**src/rtl/shift_pkg.sv**
```systemverilog
// Shared definitions for the sequential shifter.
//   Mode encodings for in_mode / mode registers: SLL, SRL, SRA, ROL.
//   FSM state type used by shift_unit_seq: IDLE, SHIFT, DONE.
package shift_pkg;

  localparam logic [1:0] SH_SLL = 2'b00;
  localparam logic [1:0] SH_SRL = 2'b01;
  localparam logic [1:0] SH_SRA = 2'b10;
  localparam logic [1:0] SH_ROL = 2'b11;

  typedef enum logic [1:0] {
    ST_IDLE  = 2'b00,
    ST_SHIFT = 2'b01,
    ST_DONE  = 2'b10
  } state_t;

endpackage

```
**src/rtl/shift_stage.sv**
```systemverilog
// One log2 shifter stage: shifts a WIDTH-bit value by 2^k in the selected mode.
// Purely combinational; the sequencer reuses this single instance for every
// stage by stepping k, instead of building LOG2W copies.
// Ports:
//   data_in   in   WIDTH  value to shift
//   k         in   KW     stage index, shift amount is 2^k
//   mode      in   2      SLL / SRL / SRA / ROL
//   data_out  out  WIDTH  shifted value
module shift_stage
  import shift_pkg::*;
#(
  parameter int WIDTH = 32,
  parameter int LOG2W = 5,
  parameter int KW    = 3
) (
  input  logic [WIDTH-1:0] data_in,
  input  logic [KW-1:0]    k,
  input  logic [1:0]       mode,
  output logic [WIDTH-1:0] data_out
);

  logic [LOG2W-1:0] amt;
  logic [LOG2W:0]   amt_comp;

  // The stage amount never exceeds WIDTH/2, so it fits in LOG2W bits and the
  // rotate complement (WIDTH - amt) never reaches WIDTH itself. SRA reads the
  // sign from the current value, so the sign survives every later stage.
  always_comb begin
    amt      = LOG2W'(1) << k;
    amt_comp = (LOG2W+1)'(WIDTH) - {1'b0, amt};
    data_out = data_in;
    case (mode)
      SH_SLL:  data_out = data_in << amt;
      SH_SRL:  data_out = data_in >> amt;
      SH_SRA:  data_out = $unsigned($signed(data_in) >>> amt);
      SH_ROL:  data_out = (data_in << amt) | (data_in >> amt_comp);
      default: data_out = data_in;
    endcase
  end

endmodule

```
**src/rtl/shift_unit_seq.sv**
```systemverilog
// Multi-cycle barrel shifter for the processor shift path. An accepted
// operation walks through LOG2W stages, one per clock, applying a shift by
// 2^k when bit k of the shift amount is set. Latency is fixed at LOG2W cycles
// regardless of shamt. Valid/ready handshakes on both sides let the execute
// stage stall around it; a result can be drained and a new operation accepted
// in the same cycle.
// Ports:
//   clock      in   1      rising-edge clock
//   reset_n    in   1      asynchronous active-low reset
//   in_valid   in   1      operand, shamt and mode valid
//   in_ready   out  1      an operation is accepted this cycle
//   in_data    in   WIDTH  operand
//   in_shamt   in   LOG2W  shift amount
//   in_mode    in   2      00 SLL, 01 SRL, 10 SRA, 11 ROL
//   out_valid  out  1      result valid
//   out_ready  in   1      consumer takes the result this cycle
//   out_data   out  WIDTH  shifted result
//   out_zero   out  1      out_data is zero
module shift_unit_seq
  import shift_pkg::*;
#(
  parameter int WIDTH = 32,
  parameter int LOG2W = $clog2(WIDTH)
) (
  input  logic             clock,
  input  logic             reset_n,
  input  logic             in_valid,
  output logic             in_ready,
  input  logic [WIDTH-1:0] in_data,
  input  logic [LOG2W-1:0] in_shamt,
  input  logic [1:0]       in_mode,
  output logic             out_valid,
  input  logic             out_ready,
  output logic [WIDTH-1:0] out_data,
  output logic             out_zero
);

  localparam int            KW     = (LOG2W > 1) ? $clog2(LOG2W) : 1;
  localparam logic [KW-1:0] K_LAST = KW'(LOG2W - 1);

  state_t           state;
  state_t           state_nx;
  logic [KW-1:0]    k;
  logic [WIDTH-1:0] data_r;
  logic [LOG2W-1:0] shamt_r;
  logic [1:0]       mode_r;
  logic [WIDTH-1:0] stage_shifted;
  logic [WIDTH-1:0] stage_out;
  logic             last_stage;
  logic             accept;

  shift_stage #(
    .WIDTH (WIDTH),
    .LOG2W (LOG2W),
    .KW    (KW)
  ) u_stage (
    .data_in  (data_r),
    .k        (k),
    .mode     (mode_r),
    .data_out (stage_shifted)
  );

  // Stage k only takes effect when the matching shamt bit is set; otherwise
  // the working value passes through so latency stays constant.
  always_comb begin
    stage_out  = shamt_r[k] ? stage_shifted : data_r;
    last_stage = (k == K_LAST);
  end

  // State register. Reset drops any in-flight operation straight back to IDLE.
  always_ff @(posedge clock or negedge reset_n) begin
    if (!reset_n) begin
      state <= ST_IDLE;
    end else begin
      state <= state_nx;
    end
  end

  // Next-state and handshake outputs. in_ready in DONE follows out_ready
  // combinationally so a drain and a new accept can share one edge.
  always_comb begin
    state_nx  = state;
    in_ready  = 1'b0;
    out_valid = 1'b0;
    case (state)
      ST_IDLE: begin
        in_ready = 1'b1;
        if (in_valid) begin
          state_nx = ST_SHIFT;
        end
      end
      ST_SHIFT: begin
        if (last_stage) begin
          state_nx = ST_DONE;
        end
      end
      ST_DONE: begin
        out_valid = 1'b1;
        if (out_ready) begin
          in_ready = 1'b1;
          state_nx = in_valid ? ST_SHIFT : ST_IDLE;
        end
      end
      default: state_nx = ST_IDLE;
    endcase
    accept = in_valid && in_ready;
  end

  // Datapath. The working value lives in data_r; out_data is only written on
  // the final stage, so an aborted or partial shift is never visible. out_data
  // holds its value after a drain until the next result replaces it.
  always_ff @(posedge clock or negedge reset_n) begin
    if (!reset_n) begin
      k        <= '0;
      data_r   <= '0;
      shamt_r  <= '0;
      mode_r   <= SH_SLL;
      out_data <= '0;
      out_zero <= 1'b1;
    end else if (accept) begin
      data_r  <= in_data;
      shamt_r <= in_shamt;
      mode_r  <= in_mode;
      k       <= '0;
    end else if (state == ST_SHIFT) begin
      data_r <= stage_out;
      k      <= last_stage ? '0 : k + 1'b1;
      if (last_stage) begin
        out_data <= stage_out;
        out_zero <= (stage_out == '0);
      end
    end
  end

endmodule

```
**config.mk**
```make
export PLATFORM = sky130hd
export DESIGN_NAME = shift_unit_seq
export DESIGN_NICKNAME = d
export VERILOG_FILES = /design/src/rtl/shift_pkg.sv /design/src/rtl/shift_stage.sv /design/src/rtl/shift_unit_seq.sv
export SDC_FILE = /design/constraint.sdc
export NUM_CORES = 1
export LEC_CHECK = 0
export BUFFER_PORTS_ARGS = -buffer_cell sky130_fd_sc_hd__buf_2
export CAP_MARGIN = 20
export CORE_UTILIZATION = 39
export DETAILED_ROUTE_END_ITERATION = 12
export HOLD_SLACK_MARGIN = 0.15
export PLACE_DENSITY_LB_ADDON = 0.15
export SLEW_MARGIN = 20
export SYNTH_ARGS = -nofsm -noshare
export SYNTH_HDL_FRONTEND = slang
export SYNTH_SLANG_ARGS = --single-unit
export TNS_END_PERCENT = 10
```
**constraint.sdc**
```tcl
create_clock -name clock -period 5.9 [get_ports clock]
set_clock_uncertainty 0.2 [all_clocks]
set_input_delay 0.59 -clock clock [delete_from_list [all_inputs] [get_ports clock]]
set_output_delay 0.59 -clock clock [all_outputs]
set_load 0.02 [all_outputs]
```
[Yosys cells after proc, flatten, opt, wreduce, memory -nomap -nowiden]
Index checks and enable logic that the tools add are counted.
Widths: inputs -> output; s select.
Operators by class
  $lt $le $gt $ge: 1
  divide/modulo/power cells: 0
  muxes and demuxes: 17
  bitwise logic cells: 2
  reductions and logical operators: 7
  shifts and indexed selects: 5
  $add $sub $neg: 2
  equal/unequal tests: 9
  $mul: 0
Operators with widths (number)
  $pmux 32 s4: 1
  $mux 32: 3
  $logic_not 32->1: 1
  $or 32x32->32: 1
  $shl 32x5->32: 1
  $shr 32x5->32: 1
  $shr 32x6->32: 1
  $sshr 32x5->32: 1
  $mux 3: 3
  $eq 2x2->1 const B: 3
  $mux 2: 3
  $ne 2x2->1 const B: 3
  $pmux 2 s3: 1
  $reduce_and 3->1: 2
  $sub 6x5->6 const A: 1
  $shl 1x3->5 const A: 1
  $eq 2x1->1 const B: 2
  $logic_not 2->1: 2
  $lt 3x4->1 const B: 1
  $mux 1: 4
  $add 3x1->3 const B: 1
  $bmux 1 s3: 1
  $eq 3x3->1 const B: 1
  $pmux 1 s2: 1
  3 further kinds: 3
Word-level totals
  bits in latches: 0
  memories kept: 0
  output and inout bits: 35
  memory bits (read-only): 0
  memory bits (writable): 0
  flip-flop bits (word level): 77

[Depth between registers and ports, before layout]
  word-level depth: 8
  gate-level depth with buffers: 21

[Hierarchy]
From an unflattened synthesis, not the netlist that was laid out.
Unflattened totals
  cells, all modules: 1017
  area, all modules: 7688.6 µm²
Modules (own cells, without submodules)
  shift_unit_seq: area each 4087.7 µm², times used 1, cells an instance 443, sequential area each 1928.1 µm²
  shift_stage: area each 3601.0 µm², times used 1, cells an instance 574, sequential area each 0.0 µm²

[Least setup slack after synthesis]
OpenSTA, ideal clock, no wires.
  path kind: reg2reg
  start point: register k[2]
  end point: register out_zero
  library setup time: 86 ps
  stages on the path, launching flop included: 19
  required time: 5614 ps
  path buffers: 11
  arrival time: 3732 ps
  path slack: 1882 ps
  cells stage by stage: dfrtp_1 buf_4 buf_6 buf_6 inv_1 buf_2 buf_2 buf_2 ha_1 buf_2 buf_2 clkbuf_1 buf_1 buf_1 o211ai_1 a211oi_1 and4_1 nand4_1 o31ai_2
On the way
  longest elaborated chain between the ends: 7
  elaborated cells on any way between the ends: 14
  those cells by class: add/sub (1); eq/ne (1); shift (5); mux (4); bitwise (1); reduce/logical (2)
RTL lines
  from (decl): line shift_unit_seq.sv:43  | logic [KW-1:0] k;
  from (signal assigned): line shift_unit_seq.sv:127  | k <= last_stage ? '0 : k + 1'b1;
  $shl 1x3->5: line shift_stage.sv:29  | amt = LOG2W'(1) << k;
  $sub 6x5->6: line shift_stage.sv:30  | amt_comp = (LOG2W+1)'(WIDTH) - {1'b0, amt};
  $shr 32x6->32: line shift_stage.sv:36  | SH_ROL: data_out = (data_in << amt) | (data_in >> amt_comp);
  $or 32x32->32: line shift_stage.sv:36
  $pmux 32 s4: line shift_stage.sv:32  | case (mode)
  $mux 32: line shift_unit_seq.sv:66  | stage_out = shamt_r[k] ? stage_shifted : data_r;
  $logic_not 32->1: line shift_unit_seq.sv:130  | out_zero <= (stage_out == '0);
  to (signal assigned): line shift_unit_seq.sv:130
  to (decl): line shift_unit_seq.sv:35  | output logic out_zero
Several ways; a longest one is shown, not always the timed one. The select of a mux whose other input is x is not followed.
A chain may end at the register's enable or synchronous reset.

[Worst setup path after layout]
  start point: register k[1]
  end point: register out_zero
The elaborated chain is that of the path after synthesis.

==> impl_metrics.toml <==
[sta]
final.period_utilization_pct = 87.9
setup_viol_count_final = 0
tns_ps = 0
hold_viol = 0
drv_slew = 0
tightest_slew_ps = 1160
fmax_mhz = 193
rsz0062_at_grt = "false"
fin_ws_ps = 714
finalCriticalPeriod_ps = 5190
max_slew_margin_pct = 22.9

[place]
pre_cts_ws_ps = 938
routabilityCongestion = 1.13
post-place-cells = 1693
hpwl_um = 45500
port_buffers = 77

[route]
vias = 13400
drtPass1Iterations = 8
wirelength_um = 64200
viasPerCell = 7.81
wl_per_cell_um = 37.5
ant_nets = 0
remaining_drc_errors = 0
initialDrtViolationCount = 2915

[cts]
h-tree-depth = 3
postCtsSetupBuffers = 0
clock-sinks = 77
clock_latency_ps = 350
ctsResizeCount = 0
cts_inserted_buffers = 9
cts_tree = "built"
clk_path_buf_depth = 2
path_clk_slew_ps = 60
clock_tree.root_cell = "clkbuf_16"

[finish]
final_cells = 1711
drive_gt1_share_pct = 18.2
post-route-util_pct = 43.6
nets = 1423
regArea_um2 = 1930
multi_input_area_um2 = 7430
n_fill_cell = 2687
syn2layout_area_growth_pct = 8.61

[synth]
syn-num-nets = 1438
async_reset_ff_share_pct = 100
yosys_warnings = 0
ys_ff_latch = 77
yosys-top-cells-area = "dfrtp_1, o21ai_0, nand2_1"
ys_top_cells_by_count = "nand2_1, o21ai_0, nor2_1"
synth_most_common_cell = "nand2_1"
synth_area_per_cell_um2 = 7.35
ys_seq_area_share_pct = 18.9
synth_cells = 1390
netlist.area_leader.share_pct = 18.6
syn_area_um2 = 10200
synth_edf_count = 0
synth-main-ff-cell = "dfrtp_1"
netlist.top_cell.by_area = "dfrtp_1"
yosysUniqueCellTypes = 98

[setup_path]
critPathBufInv = 2
regToRegSetupSlack_ps = 710
cpLargestDelayFamily = "compound AO/OA/AOI/OAI gates"
rr_worst_depth = 13
cp_data_required_time_ps = 5970
crit_path_end_kind = "flop"
worstPathMaxFanout = 45
worstSetupStartpoint = "k[1]"
cpPeakStageDelay_ps = 810
crit_path_end = "out_zero"
crit_type = "reg -> reg"
critPathLaunchType = "flop"
r2r_end = "out_zero"
slowest_stage = "ha_2"
path_depth = 13
cp_cell_sequence = "inv_1 > ha_2 > buf_4 > o21bai_2 > a22oi_2 > nor2_1 > a2111oi_0 > o311ai_0 > o22ai_1 > and3_1 > and4b_1 > nand4_1 > o31ai_2"
r2r_start = "k[1]"
arrival_ps = 5250

[die]
start_util_pct = 40.1
core_um2 = 25500
ios = 78
die_h_um = 164
die_w_um = 164
design.die.area_um2 = 26900
rows = 58

[worst_hold_path]
hp-start = "in_mode[0]"
min_path_cells = 3
hold_class = "in -> reg"

[global_route]
first_global_vias = 12200
track_usage_pct = 48.0
antenna_found_initial = 5
grt_max_degree = 84
grt.overflow.total = 0
grt_pass1_wl_um = 91300

[job]
drv_cap = 0

[run_status]
outcome = "finished, final reports clean"
[how the worst min path moves through the flow]
stage	to	slack (ps)
floorplan	data_r[0]	90
global placement	out_data[9]	260
detailed placement	out_data[18]	260
CTS	mode_r[0]	240
global route	mode_r[0]	270
finish	mode_r[0]	250
[per-layer routing]
metal	GRT usage, %	part of all wire, %	vias to the layer above
met1	63.6	38	6364
met4	25.6	7.0	4
met2	67.8	40	1388
met5	0	0.036	-
li1	-	-	5281
met3	16.8	15	333
[per-stage QoR]
| stage | hold WS [ps] | area, um^2 |
|---|---|---|
| global placement | 259 | 10800 |
| global route | 274 | 11100 |
| CTS | 243 | 11100 |
| finish | 248 | 11100 |
| floorplan | 94.4 | 10200 |
| detailed placement | 259 | 10800 |
[cells in the final DEF, fill, tap and decap left out, drive strengths merged, types with 24 or more instances in the layout]
cell type and count:
nor2 107, nor3 25, a211oi 25, mux2i 57, dfrtp 76, a21oi 92
o22ai 48, nand2 164, inv 24, buf 142, mux2 25, o21ai 144
a22oi 54
[kinds of logic (layout without fill, tap and decap cells)]
| group | count (synthesis) | count (layout) | share of synthesized area (%) |
|---|---|---|---|
| xor+xnor | 5 | 5 | 0.576 |
| simple gates | 428 | 428 | 20.0 |
| compound gates | 587 | 587 | 39.6 |
| other cells | 0 | 1 | 0 |
| buf+inv | 191 | 181 | 8.82 |
| flops | 77 | 77 | 18.9 |
| mux | 96 | 96 | 11.4 |
| fa+ha+maj | 6 | 6 | 0.710 |
[worst reg2reg max path: stages, from the launching register on]
cell	delay, ps
dfrtp_1	450
inv_1	180
ha_2	810
buf_4	550
o21bai_2	310
a22oi_2	330
nor2_1	160
a2111oi_0	430
o311ai_0	220
o22ai_1	560
and3_1	250
and4b_1	250
nand4_1	120
o31ai_2	270
[sequential cells by signal (all words and copies together), names as in the netlist]
register  flops
k             3
out_zero      1
shamt_r       5
data_r       32
mode_r        2
state         2
out_data     32
[cell type report]
| class | instances | share of cell area, % |
|---|---|---|
| multi-input combinational | 1122 | 66.9 |
| sequential | 77 | 17.4 |
| timing repair buffer | 143 | 8.21 |
| tap | 330 | 3.72 |
| clock buffer | 9 | 2.03 |
| clock inverter | 7 | 0.947 |
| inverter | 22 | 0.744 |
| antenna | 1 | 0.0226 |
[what timing repair did]
item	4_1_cts	5_1_grt
hold buffers	1	0
endpoints found under the setup margin	0	0
endpoints found under the hold margin	24	0
Power is left out: the tool's default activity adds up to more than one toggle a clock period on the data nets, which glitch-free logic cannot reach.
